### config.mk
export PLATFORM = sky130hd
export DESIGN_NAME = alu32_divider
export DESIGN_NICKNAME = d
export VERILOG_FILES = /design/src/rtl/alu32_divider_pkg.sv /design/src/rtl/alu32_divider_alu32.sv /design/src/rtl/alu32_divider.sv
export SDC_FILE = /design/constraint.sdc
export NUM_CORES = 1
export LEC_CHECK = 0
export CAP_MARGIN = 20
export CORE_MARGIN = 2
export CORE_UTILIZATION = 45
export DETAILED_ROUTE_END_ITERATION = 8
export HOLD_SLACK_MARGIN = 0.08
export PLACE_DENSITY = 0.65
export RECOVER_POWER = 100
export SYNTH_ARGS = -nofsm -noshare
export SYNTH_HDL_FRONTEND = slang
export SYNTH_HIERARCHICAL = 1
export SYNTH_SLANG_ARGS = --single-unit
### constraint.sdc
create_clock -name clk -period 10.11 [get_ports clk]
set_input_delay 1.5165 -clock clk [delete_from_list [all_inputs] [get_ports clk]]
set_output_delay 1.5165 -clock clk [all_outputs]
set_load 0.005 [all_outputs]
### src/rtl/alu32_divider_pkg.sv
// Shared definitions for the alu32 iterative divider.
//   - alu32 control codes (3 bits)
//   - divider FSM state encoding (2 bits)
//   - ALU request payload carried from the divider to its alu32 instance
package alu32_divider_pkg;

  localparam int unsigned DATA_W     = 32;
  localparam int unsigned CNT_W      = 5;
  localparam int unsigned ALU_CTRL_W = 3;

  typedef enum logic [ALU_CTRL_W-1:0] {
    ALU_AND = 3'd0,
    ALU_OR  = 3'd1,
    ALU_ADD = 3'd2,
    ALU_XOR = 3'd3,
    ALU_NOR = 3'd4,
    ALU_SUB = 3'd6
  } alu_ctrl_e;

  typedef enum logic [1:0] {
    IDLE  = 2'd0,
    ITER  = 2'd1,
    DZERO = 2'd2,
    FIN   = 2'd3
  } div_state_e;

  typedef struct packed {
    logic [DATA_W-1:0] a;
    logic [DATA_W-1:0] b;
    alu_ctrl_e         control;
  } alu_req_t;

endpackage

### src/rtl/alu32_divider_alu32.sv
// alu32: 32-bit combinational ALU.
// Ports:
//   a, b      in  32  operands
//   control   in  3   operation select (alu_ctrl_e)
//   out       out 32  result
//   zero      out 1   out == 0
//   overflow  out 1   signed overflow for ADD/SUB, 0 otherwise
//   negative  out 1   out[31]
module alu32
  import alu32_divider_pkg::*;
(
  input  logic [DATA_W-1:0]     a,
  input  logic [DATA_W-1:0]     b,
  input  logic [ALU_CTRL_W-1:0] control,
  output logic [DATA_W-1:0]     out,
  output logic                  zero,
  output logic                  overflow,
  output logic                  negative
);

  // Operation select plus signed-overflow detection
  always_comb begin
    out      = '0;
    overflow = 1'b0;
    case (control)
      ALU_AND: out = a & b;
      ALU_OR:  out = a | b;
      ALU_NOR: out = ~(a | b);
      ALU_XOR: out = a ^ b;
      ALU_ADD: begin
        out      = a + b;
        overflow = (a[DATA_W-1] == b[DATA_W-1]) && (out[DATA_W-1] != a[DATA_W-1]);
      end
      ALU_SUB: begin
        out      = a - b;
        overflow = (a[DATA_W-1] != b[DATA_W-1]) && (out[DATA_W-1] != a[DATA_W-1]);
      end
      default: out = '0;
    endcase
  end

  assign zero     = (out == '0);
  assign negative = out[DATA_W-1];

endmodule

### src/rtl/alu32_divider.sv
// alu32_divider: iterative 32-bit unsigned restoring divider driving one alu32.
// Ports:
//   clk, reset        clock (rising edge), synchronous active-high reset
//   start             request, sampled only in IDLE
//   dividend, divisor operands captured on accepted start
//   busy              high in ITER/FIN
//   done              one-cycle pulse when results are loaded
//   div_by_zero       result flag, held until next accepted start
//   quotient          result, held until next accepted start
//   remainder         result, held until next accepted start
// WIDTH must stay 32; the alu32 datapath is fixed at that width.
module alu32_divider
  import alu32_divider_pkg::*;
#(
  parameter int unsigned WIDTH = 32
) (
  input  logic             clk,
  input  logic             reset,
  input  logic             start,
  input  logic [WIDTH-1:0] dividend,
  input  logic [WIDTH-1:0] divisor,
  output logic             busy,
  output logic             done,
  output logic             div_by_zero,
  output logic [WIDTH-1:0] quotient,
  output logic [WIDTH-1:0] remainder
);

  div_state_e       state_q, state_d;
  logic [WIDTH-1:0] rem_q, rem_d;
  logic [WIDTH-1:0] q_q, q_d;
  logic [WIDTH-1:0] dvsr_q, dvsr_d;
  logic [CNT_W-1:0] count_q, count_d;
  logic [WIDTH-1:0] quotient_q, quotient_d;
  logic [WIDTH-1:0] remainder_q, remainder_d;
  logic             dz_q, dz_d;
  logic             done_q, done_d;
  logic             busy_q, busy_d;

  alu_req_t         alu_req;
  logic [WIDTH-1:0] alu_out;
  logic             alu_zero;
  logic             alu_overflow;
  logic             alu_negative;
  logic [WIDTH-1:0] shifted;
  logic             msb;
  logic             borrow;
  logic             take;
  logic             unused_alu_flags;

  alu32 u_alu (
    .a        (alu_req.a),
    .b        (alu_req.b),
    .control  (alu_req.control),
    .out      (alu_out),
    .zero     (alu_zero),
    .overflow (alu_overflow),
    .negative (alu_negative)
  );

  // Zero and overflow flags have no role in the trial subtraction
  assign unused_alu_flags = alu_zero | alu_overflow;

  // State register
  always_ff @(posedge clk) begin
    if (reset) state_q <= IDLE;
    else       state_q <= state_d;
  end

  // Next-state logic
  always_comb begin
    state_d = state_q;
    case (state_q)
      IDLE:    if (start) state_d = (divisor == '0) ? DZERO : ITER;
      ITER:    if (count_q == CNT_W'(WIDTH - 1)) state_d = FIN;
      DZERO:   state_d = IDLE;
      FIN:     state_d = IDLE;
      default: state_d = IDLE;
    endcase
  end

  // Datapath and output next values
  always_comb begin
    rem_d       = rem_q;
    q_d         = q_q;
    dvsr_d      = dvsr_q;
    count_d     = count_q;
    quotient_d  = quotient_q;
    remainder_d = remainder_q;
    dz_d        = dz_q;
    done_d      = 1'b0;
    alu_req     = '{a: '0, b: '0, control: ALU_ADD};

    // Trial subtraction of the divisor from the shifted partial remainder;
    // a set msb means the true 33-bit value already exceeds the divisor.
    shifted = {rem_q[WIDTH-2:0], q_q[WIDTH-1]};
    msb     = rem_q[WIDTH-1];
    borrow  = (~shifted[WIDTH-1] & dvsr_q[WIDTH-1]) |
              (~(shifted[WIDTH-1] ^ dvsr_q[WIDTH-1]) & alu_negative);
    take    = msb | ~borrow;

    case (state_q)
      IDLE: begin
        if (start) begin
          dvsr_d  = divisor;
          q_d     = dividend;
          rem_d   = '0;
          count_d = '0;
        end
      end
      ITER: begin
        alu_req = '{a: shifted, b: dvsr_q, control: ALU_SUB};
        rem_d   = take ? alu_out : shifted;
        q_d     = {q_q[WIDTH-2:0], take};
        count_d = count_q + CNT_W'(1);
      end
      DZERO: begin
        // q_q still holds the captured dividend here
        quotient_d  = '1;
        remainder_d = q_q;
        dz_d        = 1'b1;
        done_d      = 1'b1;
      end
      FIN: begin
        quotient_d  = q_q;
        remainder_d = rem_q;
        dz_d        = 1'b0;
        done_d      = 1'b1;
      end
      default: ;
    endcase

    busy_d = (state_d == ITER) || (state_d == FIN);
  end

  // Datapath and output registers
  always_ff @(posedge clk) begin
    if (reset) begin
      rem_q       <= '0;
      q_q         <= '0;
      dvsr_q      <= '0;
      count_q     <= '0;
      quotient_q  <= '0;
      remainder_q <= '0;
      dz_q        <= 1'b0;
      done_q      <= 1'b0;
      busy_q      <= 1'b0;
    end else begin
      rem_q       <= rem_d;
      q_q         <= q_d;
      dvsr_q      <= dvsr_d;
      count_q     <= count_d;
      quotient_q  <= quotient_d;
      remainder_q <= remainder_d;
      dz_q        <= dz_d;
      done_q      <= done_d;
      busy_q      <= busy_d;
    end
  end

  assign busy        = busy_q;
  assign done        = done_q;
  assign div_by_zero = dz_q;
  assign quotient    = quotient_q;
  assign remainder   = remainder_q;

endmodule

==> results of run 1 <==
==> metal layers <==
| layer | up-vias | global-route usage, % | routed length, µm |
|---|---|---|---|
| li1 | 6377 | - | - |
| met1 | 6316 | 35.54 | 18620 |
| met2 | 444 | 48.49 | 21320 |
| met3 | 91 | 3.786 | 2415 |
| met4 | 0 | 10.56 | 1540 |
| met5 | - | 0 | 0 |
==> critical path, cell delays in order, from the launching register on <==
cell      delay (ns)
dfxtp_4         0.48
nand2b_2        0.26
inv_4           0.49
buf_4           0.74
and2_0          0.29
inv_1           0.06
ha_1            0.49
nor2b_1         0.11
o211ai_1        0.22
nand2_1         0.08
o41ai_1         0.72
o221ai_1        0.34
a21boi_0        0.62
o211ai_1        0.18
o211a_1         0.17
xnor2_1         0.12
o221ai_1        0.26
a21oi_1         0.13
nor2_1          0.97
buf_4           0.52
mux2i_1         0.24
a211oi_1        0.09
==> final cells by class <==
cell class                 instances  share of cell area (%)
clock buffer                      21                   2.980
clock inverter                    11                  0.7532
inverter                         116                   2.897
multi-input combinational       1350                   58.28
sequential                       169                   22.42
tap                              384                   3.179
timing repair buffer             146                   9.494
==> through the flow <==
step	std cells	util, %	setup WS, ns	hold slack [ns]
floorplan	1774	-	5.355	0.4317
global placement	2164	50.57	3.724	0.4400
detailed placement	2164	50.57	3.542	0.4442
CTS	2196	52.53	3.476	0.4534
global route	2197	52.52	1.422	0.4705
finish	2197	52.52	2.145	0.4489
==> flip-flops by register name, indices dropped and copies added, names as in the netlist, named ones only <==
register     count
remainder       32
done             1
quotient        32
q_q             32
dvsr_q          32
rem_q           32
count_q          5
div_by_zero      1
==> power groups by stage <==
stage	clock, µW	combinational [µW]	sequential (µW)
final	640	487	732
after global routing	682	532	735
after CTS	650	468	732
after detailed placement	0	465	747
after global placement	0	459	747
after floorplan	0	346	732
==> cell usage in the layout (no fill, tap or decap), types with 8 or more instances in the layout <==
| master | count |
|---|---|
| mux2i_1 | 84 |
| o211ai_1 | 17 |
| nor3_1 | 16 |
| nand4_1 | 15 |
| a22oi_1 | 11 |
| o21ai_0 | 46 |
| a21oi_1 | 168 |
| o21bai_1 | 11 |
| a311oi_1 | 50 |
| xnor2_1 | 8 |
| o31ai_1 | 19 |
| nor2_1 | 197 |
| and2_1 | 65 |
| buf_4 | 10 |
| dfxtp_1 | 167 |
| nor4_1 | 24 |
| o21a_1 | 8 |
| clkbuf_16 | 17 |
| nor2b_1 | 13 |
| inv_1 | 105 |
| o221ai_1 | 20 |
| nand2b_1 | 16 |
| o22ai_1 | 27 |
| a211oi_1 | 73 |
| nand2_1 | 201 |
| a21o_1 | 8 |
| conb_1 | 10 |
| nand3_1 | 19 |
| ha_1 | 108 |
| a221oi_1 | 10 |
| dlygate4sd3_1 | 66 |
| clkdlybuf4s50_1 | 66 |
==> path summary, 6_finish.rpt <==
kind | start | slack, ns | depth (start not counted) | end
hold reg to reg | dvsr_q[12]$_SDFFE_PP0P_ | 0.45 | 2 | dvsr_q[12]$_SDFFE_PP0P_
setup reg to reg | register | 2.14 | 21 | rem_q[8]$_SDFFE_PP0P_
setup / recovery | register | 2.14 | 21 | rem_q[8]$_SDFFE_PP0P_
hold / removal | dvsr_q[12]$_SDFFE_PP0P_ | 0.45 | 2 | dvsr_q[12]$_SDFFE_PP0P_
==> impl_metrics.ini, run 1 <==
[synth]
ys_warn_count = 6
postSynthCellCount = 1766
avgSynthCellArea_um2 = 7.465
netlist_area_mm2 = 0.01318

[clock_network]
clk_latency_ns = 0.43
cts-htree-levels = 4
cts_hold_buf = 0
ctsResizeCount = 0
tritoncts = done
clock-sinks = 169
cts_root_buf = clkbuf_16
cts_made_buffers = 17
clk_path_buf_depth = 2
postCtsSetupRepairBufs = 0
clk_pin_slew_ns = 0.07

[cells_and_area]
final_area_mm2 = 0.01512
nets = 1977
area.sequential_mm2 = 0.003388
drive_gt1_share_pct = 4.137
final.fill_count = 2808
syn_to_final_growth_pct = 14.66
num_antenna_cells = 0
multi_input_area_mm2 = 0.008810

[global_routing]
grt_use_total_pct = 28.10
grt_first_pass_wirelength_um = 69080
grt_max_degree = 99
first_global_vias = 12720
antenna_found_initial = 0
globalRouteOverflowTotal = 0

[setup_path]
arrival_ns = 8.08
cp.required_ns = 10.22
worst_setup_path_start_kind = register
path_max_fanout = 86
end_kind = register
critical_path_class = register to register

[route]
drc = 0
wirelength_um = 43900
drt_iter0_drc = 1283
vias = 13230
via_per_inst = 6.021
first_pass_iters = 5
drt-wirelength-per-cell_um = 19.98
antenna_left = 0

[power_and_ir_drop]
p_int_uw = 1236
p_clk_share_pct = 34.4
cellPowerDensity_mw_per_mm2 = 122.9
p_total_uw = 1858
pwr-share-seq_pct = 39.4
p_comb_share_pct = 26.2
p_leak_uw = 0.005828
swShare_pct = 33.50
ir_worst_vdd_mv = 0.1154
power.switching_uw = 622.6

[floorplan]
die-area_mm2 = 0.03068
io_pins = 134
die_x_um = 175.2
start_util_pct = 45.80
dieHeight_um = 175.2
core_mm2 = 0.02878
rows = 62

[sta]
finalHoldViolations = 0
setup_viol = 0
final.setup.tns_ns = 0
rsz0062_at_grt = no
finClkSkew_ns = 0.008555
finalCritPeriodShare_pct = 78.79
min_period_ns = 7.965
timing.final.max_slew_violations = 241
worst_pin_slew_ns = 4.100
fmax_mhz = 125.5
max_slew_margin_pct = -173.3

[place]
gp_congestion = 0.9857
io_buffers = 133
hpwl_um = 30680
dpl_cell_area_mm2 = 0.01456

[outcome]
failed_checks = max-capacitance violations, max-slew violations
outcome = finished with violations

[flow_run]
max_cap_violations = 3

[hold_path]
hold_path.class = register to register
Power figures use the tool's default switching activity.
==> run 2: changes to the inputs <==
Settings changed: PLACE_DENSITY 0.65 to 0.68.
Clock period 10.11 ns to 6.5 ns, I/O delays scaled along.
==> run 2 against run 1 <==
The flow still finishes with violations (max-capacitance violations, max-slew violations); critical path depth fell by 1; critical path type unchanged; sequential share of layout area fell by 0.056 points; flip-flop and latch count unchanged; highest routed layer unchanged; combinational power is 58% higher; die area unchanged; clock-buffer cell count down 1; wire length grew 1.5%; setup slack got worse by 1.5 ns; via count increased by 0.94%; non-clock buffer count grew 5.
==> impl_metrics.ini, run 2 (synthesized netlist as in run 1, its figures left out) <==
[place]
gp_congestion = 0.9688
dpl_cell_area_mm2 = 0.01462
hpwl_um = 31360
io_buffers = 133

[setup_path]
arrival_ns = 5.95
cp.required_ns = 6.59
critical_path_class = register to register
end_kind = register
path_max_fanout = 80
worst_setup_path_start_kind = register

[power_and_ir_drop]
ir_worst_vdd_mv = 0.1667
p_leak_uw = 0.005844
cellPowerDensity_mw_per_mm2 = 187.6

[sta]
finalHoldViolations = 0
finalCritPeriodShare_pct = 90.22
min_period_ns = 5.864
finClkSkew_ns = 0.02287
final.setup.tns_ns = 0
fmax_mhz = 170.5
timing.final.max_slew_violations = 170
holdWs_ns = 0.4485
worst_pin_slew_ns = 4.496
max_slew_margin_pct = -199.8
rsz0062_at_grt = no
setup_viol = 0

[outcome]
failed_checks = max-capacitance violations, max-slew violations
outcome = finished with violations

[cells_and_area]
final.fill_count = 2752
nets = 1982
num_antenna_cells = 0
drive_gt1_share_pct = 4.410
multi_input_area_mm2 = 0.008825
final_common_cell = nand2_1
syn_to_final_growth_pct = 14.95
final_area_mm2 = 0.01515
area.sequential_mm2 = 0.003388
layout_common_cells = nand2_1, nor2_1, a21oi_1

[global_routing]
globalRouteOverflowTotal = 0
grt_use_total_pct = 28.78
grt_first_pass_wirelength_um = 70970
grt_max_degree = 102
antenna_found_initial = 0
first_global_vias = 13000

[clock_network]
cts_hold_buf = 0
clk_pin_slew_ns = 0.06
cts_root_buf = clkbuf_16
clk_path_buf_depth = 2
clock-sinks = 169
postCtsSetupRepairBufs = 0
cts-htree-levels = 4
tritoncts = done
clk_latency_ns = 0.44
ctsResizeCount = 0
cts_made_buffers = 17

[flow_run]
max_cap_violations = 2

[hold_path]
hold_path.class = register to register

[floorplan]
dieHeight_um = 175.2
core_mm2 = 0.02878
start_util_pct = 45.80
rows = 62
die-area_mm2 = 0.03068
die_x_um = 175.2
io_pins = 134

[route]
vias = 13350
drt-wirelength-per-cell_um = 20.28
antenna_left = 0
drt_iter0_drc = 1239
wirelength_um = 44570
first_pass_iters = 6
via_per_inst = 6.075
drc = 0
## run 2: per-layer routing
metal	GRT usage, %	up-vias	part of all wire [%]
met4	10.28	0	3.4
met1	36.44	6376	42
li1	-	6411	-
met3	3.808	90	5.5
met5	0	-	0
met2	49.90	476	49
## run 2: worst max-delay path, stage by stage, from the launching register on
cell	delay (ns)
dfxtp_4	0.34
nand2b_2	0.20
inv_4	0.53
and2_0	0.28
inv_1	0.06
ha_1	0.57
nor2b_1	0.13
o211ai_1	0.22
a211oi_1	0.20
o41ai_2	0.59
o221ai_1	0.31
a21boi_1	0.44
o211ai_1	0.13
o211a_1	0.15
xnor2_1	0.12
o221ai_1	0.23
a21oi_1	0.15
nor2_4	0.21
buf_4	0.28
mux2i_1	0.21
a211oi_1	0.09
## run 2: through the flow
stage               setup WS (ns)  cells  total power, µW  utilization [%]
global route               0.2632   2198             2975            52.65
global placement            1.106   2169             1885            50.79
finish                     0.6359   2198             2843            52.65
detailed placement          1.032   2169             1893            50.79
CTS                        0.9972   2197             2819            52.61
floorplan                   1.745   1774             1677                -
## run 2: final timing paths
check,slack [ns],to,cells after the start,from
worst min-delay path,0.45,dvsr_q[6]$_SDFFE_PP0P_,2,dvsr_q[6]$_SDFFE_PP0P_
worst max register to register,0.64,rem_q[25]$_SDFFE_PP0P_,20,register
worst max-delay path,0.64,rem_q[25]$_SDFFE_PP0P_,20,register
worst min register to register,0.45,dvsr_q[6]$_SDFFE_PP0P_,2,dvsr_q[6]$_SDFFE_PP0P_
## run 2: layout make-up
class                           instances  share of cell area (%)
Multi-Input combinational cell       1350                   58.24
Sequential cell                       169                   22.36
Timing Repair Buffer                  151                   9.892
Tap cell                              384                   3.171
Clock buffer                           20                   2.948
Inverter                              116                   2.890
Clock inverter                          8                  0.5037
## run 2: power breakdown
part	switching, µW	total (µW)	internal, µW
combinational	472	770	298
sequential	54.6	1140	1090
clock	406	933	526
total	933	2840	1910
